==> src/rtl/seg7_scan_display_if.sv <==
// Bus between the digit source and the 4-digit 7-segment scan driver.
// Groups the capture strobe, digit/dp inputs and the board-side segment/enable outputs.
interface seg7_scan_display_if;
  // load_i is a strobe with no ready: every clk edge that sees load_i=1 captures
  // digit0_i..digit3_i and dp_i, and the driver always accepts (no back-pressure).
  logic       load_i;
  logic [3:0] digit0_i;
  logic [3:0] digit1_i;
  logic [3:0] digit2_i;
  logic [3:0] digit3_i;
  logic [3:0] dp_i;
  logic [7:0] ledcx_o;
  logic [3:0] leden_o;

  modport master (
    output load_i, digit0_i, digit1_i, digit2_i, digit3_i, dp_i,
    input  ledcx_o, leden_o
  );

  modport slave (
    input  load_i, digit0_i, digit1_i, digit2_i, digit3_i, dp_i,
    output ledcx_o, leden_o
  );
endinterface

==> src/rtl/seg7_scan_display.sv <==
// 4-digit multiplexed 7-segment driver: shadow-captures digits on load, scans one digit per slot.
// Optional LEADING_ZERO_BLANK_EN blanks leading zero digits 3..1 (dp still shown).
module seg7_scan_display #(
  parameter int unsigned CLK_HZ  = 100_000_000,
  parameter int unsigned SCAN_HZ = 1_000
) (
  input logic           clk_i,
  input logic           rst_i,
  seg7_scan_display_if.slave bus
);

  localparam int unsigned DIV = CLK_HZ / SCAN_HZ;
  localparam int unsigned PW  = (DIV > 2) ? $clog2(DIV) : 1;
  localparam logic [PW-1:0] DIV_M1 = PW'(DIV - 1);

  logic [PW-1:0]      presc;
  logic               tick;
  logic [1:0]         idx;
  logic [3:0][3:0]    sdig;
  logic [3:0]         sdp;
  logic [3:0]         blank;
  logic [3:0]         cur_dig;
  logic [6:0]         cur_seg;

  function automatic logic [6:0] seg7(input logic [3:0] v);
    case (v)
      4'h0: seg7 = 7'h3F;
      4'h1: seg7 = 7'h06;
      4'h2: seg7 = 7'h5B;
      4'h3: seg7 = 7'h4F;
      4'h4: seg7 = 7'h66;
      4'h5: seg7 = 7'h6D;
      4'h6: seg7 = 7'h7D;
      4'h7: seg7 = 7'h07;
      4'h8: seg7 = 7'h7F;
      4'h9: seg7 = 7'h6F;
      4'hA: seg7 = 7'h77;
      4'hB: seg7 = 7'h7C;
      4'hC: seg7 = 7'h39;
      4'hD: seg7 = 7'h5E;
      4'hE: seg7 = 7'h79;
      default: seg7 = 7'h71;
    endcase
  endfunction

  assign tick = (presc == DIV_M1);

  always_ff @(posedge clk_i or negedge rst_i) begin
    if (!rst_i) begin
      presc <= '0;
      idx   <= 2'd0;
    end else begin
      presc <= tick ? '0 : presc + 1'b1;
      if (tick) idx <= idx + 2'd1;
    end
  end

  // Load is independent of the scan timing; each strobed edge overwrites the shadow.
  always_ff @(posedge clk_i or negedge rst_i) begin
    if (!rst_i) begin
      sdig <= '0;
      sdp  <= '0;
    end else if (bus.load_i) begin
      sdig <= {bus.digit3_i, bus.digit2_i, bus.digit1_i, bus.digit0_i};
      sdp  <= bus.dp_i;
    end
  end

`ifdef LEADING_ZERO_BLANK_EN
  assign blank[3] = (sdig[3] == 4'h0);
  assign blank[2] = (sdig[3] == 4'h0) && (sdig[2] == 4'h0);
  assign blank[1] = (sdig[3] == 4'h0) && (sdig[2] == 4'h0) && (sdig[1] == 4'h0);
  assign blank[0] = 1'b0;
`else
  assign blank = 4'b0000;
`endif

  assign cur_dig = sdig[idx];
  assign cur_seg = blank[idx] ? 7'h00 : seg7(cur_dig);

  // Enables and segments share one register stage so they switch together (no ghosting).
  always_ff @(posedge clk_i or negedge rst_i) begin
    if (!rst_i) begin
      bus.ledcx_o <= 8'h00;
      bus.leden_o <= 4'b0000;
    end else begin
      bus.ledcx_o <= {sdp[idx], cur_seg};
      bus.leden_o <= 4'b0001 << idx;
    end
  end

endmodule

==> src/flat_wrapper.sv <==
// flat-port wrapper written by rule: the top's interface ports become plain ports
module seg7_scan_display_flat 
#(
  parameter int unsigned CLK_HZ  = 100_000_000,
  parameter int unsigned SCAN_HZ = 1_000
)
  (clk_i, rst_i, bus_load_i, bus_digit0_i, bus_digit1_i, bus_digit2_i, bus_digit3_i, bus_dp_i, bus_ledcx_o, bus_leden_o);
  seg7_scan_display_if bus_i ();
  input logic clk_i;
  input logic rst_i;
  input wire logic [$bits(bus_i.load_i)-1:0] bus_load_i;
  input wire logic [$bits(bus_i.digit0_i)-1:0] bus_digit0_i;
  input wire logic [$bits(bus_i.digit1_i)-1:0] bus_digit1_i;
  input wire logic [$bits(bus_i.digit2_i)-1:0] bus_digit2_i;
  input wire logic [$bits(bus_i.digit3_i)-1:0] bus_digit3_i;
  input wire logic [$bits(bus_i.dp_i)-1:0] bus_dp_i;
  output wire logic [$bits(bus_i.ledcx_o)-1:0] bus_ledcx_o;
  output wire logic [$bits(bus_i.leden_o)-1:0] bus_leden_o;
  assign bus_i.load_i = bus_load_i;
  assign bus_i.digit0_i = bus_digit0_i;
  assign bus_i.digit1_i = bus_digit1_i;
  assign bus_i.digit2_i = bus_digit2_i;
  assign bus_i.digit3_i = bus_digit3_i;
  assign bus_i.dp_i = bus_dp_i;
  assign bus_ledcx_o = bus_i.ledcx_o;
  assign bus_leden_o = bus_i.leden_o;
  seg7_scan_display #(.CLK_HZ(CLK_HZ), .SCAN_HZ(SCAN_HZ)) u_core (.clk_i(clk_i), .rst_i(rst_i), .bus(bus_i));
endmodule
==> config.mk <==
export PLATFORM = sky130hd
export DESIGN_NAME = seg7_scan_display_flat
export DESIGN_NICKNAME = d
export VERILOG_FILES = /design/src/rtl/seg7_scan_display_if.sv /design/src/rtl/seg7_scan_display.sv /design/src/flat_wrapper.sv
export SDC_FILE = /design/constraint.sdc
export NUM_CORES = 1
export LEC_CHECK = 0
export BUFFER_PORTS_ARGS = -buffer_cell sky130_fd_sc_hd__buf_2
export CAP_MARGIN = 0
export CORE_MARGIN = 1.5
export CORE_UTILIZATION = 50
export CTS_BUF_LIST = sky130_fd_sc_hd__clkbuf_16
export DETAILED_ROUTE_END_ITERATION = 16
export PLACE_DENSITY = 0.74
export SLEW_MARGIN = 20
export SYNTH_ARGS = -nofsm -noshare
export SYNTH_HDL_FRONTEND = slang
export SYNTH_SLANG_ARGS = --single-unit
==> constraint.sdc <==
create_clock -name clk_i -period 1.8 [get_ports clk_i]
set_input_delay 0.18 -clock clk_i [delete_from_list [all_inputs] [get_ports clk_i]]
set_output_delay 0.18 -clock clk_i [all_outputs]
set_load 0.05 [all_outputs]
Yosys cells after proc, flatten, opt, wreduce, memory -nomap -nowiden
Memories as Yosys holds them, arrays and structs flattened. A register that Yosys moved wholly into a read port is not among the register bits.
Cells that the tools add are included.
Widths: inputs -> output; s select.

cells by class
  shift-type cells = 1
  add/subtract/negate cells = 2
  $lt $le $gt $ge = 1
  eq/ne operators = 1
  mux-type cells = 8
  reductions and logical operators = 1

operators with widths
  cell                   count
  $add 17x1->17 const B  1
  $eq 17x17->1 const B   1
  $mux 17                1
  $bmux 4 s2             1
  $mux 7                 1
  $bmux 1 s2             2
  $mux 4                 1
  $shl 1x2->4 const A    1
  $lt 2x3->1 const B     1
  $add 2x1->2 const B    1
  $mux 1                 2
  $logic_not 1->1        1

storage, ports and cells
  flip-flop bits (word level) = 51
  ROM bits = 112
  output and inout port bits = 12
  input port bits = 23
  memories kept = 1

memories
  memory            depth  width  read ports  clocked after Yosys merged registers in  write ports  line                     text
  (name not given)  16     7      1           1                                        0            seg7_scan_display.sv:26  case (v)

Logic depth before layout (Yosys ltp)
Gate-level depths: netlist of the first run.

  depth after elaboration = 3
  gate-level depth with buffers = 7
  depth with buffers taken out = 6

Worst setup path before layout of the first run
Ideal clock, no wire load.

  path type = register -> register
  start = reg u_core.idx[0]
  end = reg u_core.bus.ledcx_o[3]
  library setup time = 0.065 ns
  period minus slack after synthesis = 1.901 ns
  cell stages (with the launch flop) = 7
  data arrival time = 1.836 ns
  buffers on the path = 1
  setup slack = -0.101 ns
  cell sequence = dfrtp_1 -> buf_6 -> mux4_1 -> ha_1 -> and2b_1 -> a211o_1 -> nand2_1

between the ends
  cells in the longest elaborated chain, start to end = 2

ends and longest elaborated chain
  what                          line                        text
  from (decl)                   seg7_scan_display.sv:18     logic [1:0] idx;
  from (signal assigned)        seg7_scan_display.sv:54     if (tick) idx <= idx + 2'd1;
  $bmux 4 s2                    seg7_scan_display.sv:78     assign cur_dig = sdig[idx];
  $mux 4 (implied by the code)  seg7_scan_display.sv:78
  to (decl)                     seg7_scan_display_if.sv:22  output ledcx_o, leden_o

No other way between the ends. The select of a mux whose other input is x is not followed.
A chain may end at the register's enable or synchronous reset.

Worst setup path in the final report of the first run
  start = reg u_core.idx[0]
  end = reg u_core.bus.ledcx_o[5]

The elaborated chain is that of the path after synthesis.

==> results of run 1 <==
-- registers in the layout, summed over array words and instances, names as in the netlist --
| signal | flops |
|---|---|
| u_core.bus.ledcx_o | 8 |
| u_core.presc | 17 |
| u_core.bus.leden_o | 4 |
| u_core.idx | 2 |
| u_core.sdig | 16 |
| u_core.sdp | 4 |
-- synthesized netlist by cell type --
master / instances / area, um^2
sky130_fd_sc_hd__a211o_1: 2 / 17.5
sky130_fd_sc_hd__a21oi_1: 8 / 40.0
sky130_fd_sc_hd__o221ai_1: 1 / 8.76
sky130_fd_sc_hd__and2b_1: 2 / 15.0
sky130_fd_sc_hd__a311oi_1: 1 / 8.76
sky130_fd_sc_hd__xnor2_1: 5 / 43.8
sky130_fd_sc_hd__inv_1: 8 / 30.0
sky130_fd_sc_hd__a31oi_1: 1 / 6.26
sky130_fd_sc_hd__nor3_1: 1 / 5.00
sky130_fd_sc_hd__nand2_1: 10 / 37.5
sky130_fd_sc_hd__mux2_4: 1 / 15.0
sky130_fd_sc_hd__o21ai_0: 4 / 20.0
sky130_fd_sc_hd__or3_1: 2 / 12.5
sky130_fd_sc_hd__buf_6: 1 / 11.3
sky130_fd_sc_hd__a2bb2oi_2: 1 / 15.0
sky130_fd_sc_hd__and3_1: 2 / 12.5
sky130_fd_sc_hd__buf_1: 2 / 7.51
sky130_fd_sc_hd__nor2_1: 10 / 37.5
sky130_fd_sc_hd__buf_2: 5 / 25.0
sky130_fd_sc_hd__mux2_2: 19 / 214
sky130_fd_sc_hd__and4_1: 2 / 17.5
sky130_fd_sc_hd__xor2_1: 13 / 114
sky130_fd_sc_hd__ha_1: 12 / 150
sky130_fd_sc_hd__mux4_1: 4 / 105
sky130_fd_sc_hd__or2_0: 2 / 12.5
sky130_fd_sc_hd__dfrtp_1: 51 / 1280
sky130_fd_sc_hd__nor4_2: 1 / 12.5
sky130_fd_sc_hd__nor3b_1: 2 / 15.0
sky130_fd_sc_hd__nor2b_1: 1 / 6.26
sky130_fd_sc_hd__mux4_2: 2 / 45.0
sky130_fd_sc_hd__and2_1: 2 / 12.5
sky130_fd_sc_hd__nand2b_4: 1 / 13.8
sky130_fd_sc_hd__nand3_1: 8 / 40.0
sky130_fd_sc_hd__nor4b_1: 1 / 8.76
sky130_fd_sc_hd__nor4bb_1: 1 / 10.0
sky130_fd_sc_hd__nand4_1: 4 / 25.0
sky130_fd_sc_hd__nand2b_1: 1 / 6.26
-- worst register-to-register path, cell delays in order, from the launching register on --
cell	delay [ps]
sky130_fd_sc_hd__dfrtp_2	420
sky130_fd_sc_hd__buf_12	150
sky130_fd_sc_hd__mux4_2	570
sky130_fd_sc_hd__or2_0	240
sky130_fd_sc_hd__a21oi_1	180
sky130_fd_sc_hd__a21oi_1	60
-- what timing repair did --
action / in CTS / in global routing
hold buffers: 0 / 0
buffers inserted: 0 / 2
gates cloned: 0 / 1
pin swaps: 0 / 4
gates resized for setup: 2 / 5
endpoints found under the setup margin: 6 / 4
-- routing by layer --
metal  global-route usage (%)  up-vias
li1                         -      772
met1                     24.5      800
met2                     28.6       45
met3                     5.11        8
met4                     7.13        0
met5                        0        -
-- power by group through the flow --
stage | logic (mW) | clock network (mW) | registers (mW)
2_1_floorplan | 0.181 | 0 | 1.38
3_3_place_gp | 0.397 | 0 | 1.28
3_5_place_dp | 0.403 | 0 | 1.28
4_1_cts | 0.406 | 0.945 | 1.26
5_1_grt | 0.454 | 0.983 | 1.27
6_report | 0.422 | 0.920 | 1.27
-- per-stage QoR --
stage | cell area (um^2) | instances | hold slack (ps) | utilization (%)
after floorplan | 2450 | 194 | -116 | -
after global placement | 2750 | 297 | 320 | 58.1
after detailed placement | 2750 | 297 | 333 | 58.1
after CTS | 2890 | 305 | 24.0 | 61.2
after global routing | 2950 | 308 | 58.1 | 62.4
final | 2950 | 308 | -0.362 | 62.4
-- final timing paths --
| path | startpoint | endpoint | slack (ps) | depth (start not counted) |
|---|---|---|---|---|
| worst min-delay path | rst_i | u_core.sdig[12] | -0.4 | 2 |
| worst max-delay path | u_core.idx[0] | u_core.bus.ledcx_o[5] | 60 | 5 |
| worst min register to register | u_core.presc[0] | u_core.presc[0] | 460 | 1 |
| max in group asynchronous | rst_i | u_core.idx[0] | 1350 | 2 |
| worst max register to register | u_core.idx[0] | u_core.bus.ledcx_o[5] | 60 | 5 |
| min in group clk_i | bus_digit1_i[3] | u_core.sdig[7] | 120 | 2 |
-- kinds of logic (layout without fill, tap and decap cells) --
family / Yosys count / after routing / share of synthesized area (%)
XOR/XNOR: 18 / 18 / 6.43
buffers and inverters: 16 / 62 / 3.01
adder cells (fa/ha/maj): 12 / 12 / 6.12
AND/OR/NAND/NOR: 53 / 53 / 12.2
flip-flops: 51 / 51 / 52.0
multiplexers: 26 / 27 / 15.5
AO/OA/AOI/OAI: 18 / 18 / 4.74
-- final cells by class --
class | instances | area (um^2) | area share (%)
sequential | 51 | 1280 | 43.4
multi-input combinational | 128 | 1130 | 38.5
timing repair buffer | 46 | 273 | 9.26
clock buffer | 5 | 125 | 4.25
tap | 67 | 83.8 | 2.85
inverter | 8 | 32.5 | 1.10
clock inverter | 3 | 20.0 | 0.680
==> impl_metrics.csv, run 1 <==
group,metric,value,unit
synth,postSynthCellCount,194,
routing,top_signal_layer_used,"met4",
critical_path,cp.buffers_inverters,1,
routing,drt_drc,0,
placement,dp.final_hpwl,3070,um
power,power_frac_comb,16.2,%
grt,overflow_after_grt,0,
die,die_h,73.1,um
synth,netlist_area,2450,um^2
synth,synth_sequential_area_ratio,52.0,%
hold_path,min_path_type,"input pin to asynchronous set/reset pin",
die,starting_utilization_of_the_core_area,51.9,%
placement,place_ws,-25.8,ps
final_layout,fillCellCount,377,
power,total_leakage_power,1.34,nW
sta,slew_viol_final,0,
grt,vias_in_the_first_global_route,1604,
die,floorplan.io_pins,35,
synth,ys.warnings.count,0,
sta,whs,-0.362,ps
final_layout,n_diodes,0,
placement,final_weighted_congestion_of_routability_driven_global_placement,0.836,
sta,postLayoutSetupSlackWorst,56.8,ps
routing,firstDrtPassIters,4,
critical_path,critical_path.max_stage_delay,570,ps
critical_path,crit_path_max_fanout,11,
clock_network,clkSlewWorstSetupHoldPaths,70,ps
final_layout,final_layout_size_suffix_gt1_share,36.1,%
die,core_area,4720,um^2
routing,dr_wl_met3,232,um
sta,layout_worst_path_cycle_share,96.8,%
sta,finalHoldViolations,1,
clock_network,clock_insertion_delay_worst_skew,290,ps
power,vdd.ir_drop.worst,0.000657,V
synth,ys_types,37,
critical_path,timing.critical_path.slowest_stage_cell,"sky130_fd_sc_hd__mux4_2",
clock_network,clock_tree_from_tritoncts,"built",
die,die_x,73.1,um
sta,timing.clock.skew,7.15,ps
grt,grt_pass1_wl,7350,um
power,pwr-share-clk,35.3,%
clock_network,cts_num_sinks,51,
critical_path,critPathTopFamily,"multiplexers",
critical_path,critPathKind,"register to register",
power,post-layout-total-power,2.61,mW
die,placementRows,25,
synth,synth.ff_latch_count,51,
final_layout,final_net_count,275,
power,power_density,885,nW/um^2
status,run_status,"finished with violations",
sta,setup_repair_after_global_routing_missed_its_margin,"no",
sta,min_period,1740,ps
critical_path,cp-end-kind,"register",
clock_network,cts_inserted_buffers,5,
power,sw_frac_of_total,26.9,%
placement,count_of_input_and_output_buffers,34,
critical_path,startpoint_type,"register",
routing,metal1_wirelength,2160,um
grt,antenna_found_initial,0,
clock_network,ctsLongestPathBuffers,2,
routing,vias,1625,
critical_path,crit_path_cell_trace,"buf_12, mux4_2, or2_0, a21oi_1, a21oi_1",
routing,met2WireLength,2160,um
final_layout,layout_common_cells,"sky130_fd_sc_hd__dfrtp_1 (50), sky130_fd_sc_hd__buf_2 (34), sky130_fd_sc_hd__mux2_2 (19)",
status,violated_checks,"hold timing",
clock_network,cts_root_buffer,"sky130_fd_sc_hd__clkbuf_16",
routing,drtIter0Drc,111,
synth,synth_area_per_cell,12.6,um^2
sta,setup_tns,0,ps
power,seq_power_share,48.6,%
final_layout,mostFrequentLayoutCell,"sky130_fd_sc_hd__dfrtp_1",
critical_path,worst-endpoint-required,1970,ps
routing,route.antenna.remaining_nets,0,
sta,max_slew.worst_pin.slew,628,ps
sta,fmax,574,MHz
sta,finalSetupViolCount,0,
grt,grt_util_all_layers,18.4,%
routing,postRouteWirelength,4620,um
critical_path,crit_top_cell,"sky130_fd_sc_hd__a21oi_1",
synth,synth_net_count,229,
grt,grt_start_max_net_pins,52,
die,die_area,5340,um^2
routing,wl_per_cell,15.0,um
critical_path,cp.arrival,1920,ps
power,internal_power,1.90,mW
final_layout,layout-area-overhead-vs-synth,20.0,%
clock_network,h-tree-depth,2,
power,net-switching-power,0.702,mW
sta,max_slew_margin,58.1,%
routing,route.detailed.vias_per_inst,5.28,
run,max-cap-violations,0,
No activity file was read; power rests on OpenSTA's default activity.
==> inputs of run 2 (changes only) <==
Settings changed: MAX_ROUTING_LAYER set to met4.
==> run 2 against run 1 <==
The flow now finishes without violations. Non-clock buffer count unchanged. Setup slack hardly changed. Via count is 0.18% higher. Maximum frequency hardly changed. Highest routed layer unchanged.
==> impl_metrics.csv, run 2 (synthesized netlist as in run 1, its figures left out) <==
group,metric,value,unit
status,run_status,"finished, final reports clean",
placement,count_of_input_and_output_buffers,34,
sta,layout_worst_path_cycle_share,96.8,%
sta,postLayoutSetupSlackWorst,57.2,ps
routing,postRouteWirelength,4630,um
final_layout,post-route-cell-area,2950,um^2
power,power_density,885,nW/um^2
final_layout,largest_reg_flops,17,
sta,timing.clock.skew,7.09,ps
clock_network,ctsLongestPathBuffers,2,
critical_path,worst-endpoint-required,1970,ps
critical_path,cp.buffers_inverters,1,
clock_network,clkSlewWorstSetupHoldPaths,70,ps
power,post-layout-total-power,2.61,mW
final_layout,finish.cell_count_without_fillers,308,
sta,min_period,1740,ps
routing,drt_drc,0,
sta,max_slew.worst_pin.slew,634,ps
sta,slew_viol_final,0,
critical_path,crit_path_max_fanout,11,
critical_path,startpoint_type,"register",
grt,grt_pass1_wl,7360,um
power,vdd.ir_drop.worst,0.000656,V
critical_path,worst_r2r_path_depth,5,
routing,wl_per_cell,15.0,um
clock_network,cts_root_buffer,"sky130_fd_sc_hd__clkbuf_16",
grt,grt_start_max_net_pins,52,
die,floorplan.io_pins,35,
final_layout,largestRegisters,"u_core.presc x17, u_core.sdig x16, u_core.bus.ledcx_o x8",
routing,drtIter0Drc,111,
clock_network,cts_num_sinks,51,
final_layout,final_net_count,275,
grt,overflow_after_grt,0,
die,placementRows,25,
sta,finalHoldViolations,0,
placement,final_weighted_congestion_of_routability_driven_global_placement,0.849,
clock_network,h-tree-depth,2,
clock_network,clock_tree_from_tritoncts,"built",
die,die_h,73.1,um
critical_path,worst_r2r_startpoint,"u_core.idx[0]",
critical_path,critPathTopFamily,"multiplexers",
critical_path,critPathKind,"register to register",
critical_path,crit_path_cell_trace,"buf_12, mux4_2, or2_0, a21oi_1, a21oi_1",
final_layout,mostFrequentLayoutCell,"sky130_fd_sc_hd__dfrtp_1",
routing,vias,1628,
critical_path,critical_path.max_stage_delay,570,ps
die,die_area,5340,um^2
clock_network,cts_inserted_buffers,5,
die,core_area,4720,um^2
sta,setup_repair_after_global_routing_missed_its_margin,"no",
sta,finalSetupViolCount,0,
run,max-cap-violations,0,
sta,fmax,574,MHz
grt,vias_in_the_first_global_route,1608,
critical_path,cp.arrival,1910,ps
sta,whs,2.09,ps
placement,dp.final_hpwl,3070,um
hold_path,min_path_type,"input pin to asynchronous set/reset pin",
die,starting_utilization_of_the_core_area,51.9,%
placement,place_ws,-25.8,ps
final_layout,top_register,"u_core.presc",
final_layout,layout_common_cells,"sky130_fd_sc_hd__dfrtp_1 (50), sky130_fd_sc_hd__buf_2 (34), sky130_fd_sc_hd__mux2_2 (19)",
final_layout,final_layout_size_suffix_gt1_share,36.1,%
critical_path,ff2ff_setup_slack,60,ps
clock_network,clock_insertion_delay_worst_skew,290,ps
die,die_x,73.1,um
power,total_leakage_power,1.34,nW
placement,dp.cells,297,
final_layout,fillCellCount,377,
placement,place_area,2750,um^2
grt,antenna_found_initial,0,
critical_path,worst_r2r_endpoint,"u_core.bus.ledcx_o[5]",
final_layout,utilization,62.4,%
grt,grt_util_all_layers,19.0,%
final_layout,n_diodes,0,
routing,route.detailed.vias_per_inst,5.29,
routing,firstDrtPassIters,4,
sta,setup_tns,0,ps
final_layout,layout-area-overhead-vs-synth,20.0,%
critical_path,timing.critical_path.slowest_stage_cell,"sky130_fd_sc_hd__mux4_2",
routing,route.antenna.remaining_nets,0,
sta,max_slew_margin,57.7,%
critical_path,cp-end-kind,"register",
critical_path,crit_top_cell,"sky130_fd_sc_hd__a21oi_1",
## run 2: cell counts in the layout (fill, tap and decap cells not counted)
No cell type changed its count.
## run 2: area by class of cell
type	instances	area (um^2)	area share, %
Sequential cell	51	1280	43.4
Multi-Input combinational cell	128	1130	38.5
Timing Repair Buffer	46	273	9.26
Clock buffer	5	125	4.25
Tap cell	67	83.8	2.85
Inverter	8	32.5	1.10
Clock inverter	3	20.0	0.680
## run 2: power breakdown
part / switching [mW] / total (mW) / internal [mW]
clock network: 0.404 / 0.917 / 0.512
registers: 0.0477 / 1.27 / 1.22
logic: 0.249 / 0.422 / 0.173
total: 0.701 / 2.61 / 1.90
## run 2: layer usage
layer  wire length (um)  GRT usage, %  up-vias
met1               2190          24.6      807
met3                208          5.11        6
met2               2160          28.6       42
met5                  0             -        -
met4                 70          7.13        0
li1                   -             -      773
## run 2: worst max path at each step
stage	from	to	slack (ps)	cells past startpoint
floorplan	u_core.idx[0]	u_core.bus.ledcx_o[3]	5	6
global placement	u_core.idx[0]	u_core.bus.ledcx_o[3]	40	5
detailed placement	u_core.idx[0]	u_core.bus.ledcx_o[0]	-30	4
CTS	u_core.idx[0]	u_core.bus.ledcx_o[3]	30	5
global route	u_core.idx[0]	u_core.bus.ledcx_o[1]	6	6
finish	u_core.idx[0]	u_core.bus.ledcx_o[5]	60	5
## run 2: repair_timing
action | in CTS | in global routing
endpoints found under the setup margin | 6 | 4
setup buffers | 0 | 2
hold buffers | 0 | 0
pin swaps | 0 | 4
resized for setup | 2 | 5
gates cloned | 0 | 1
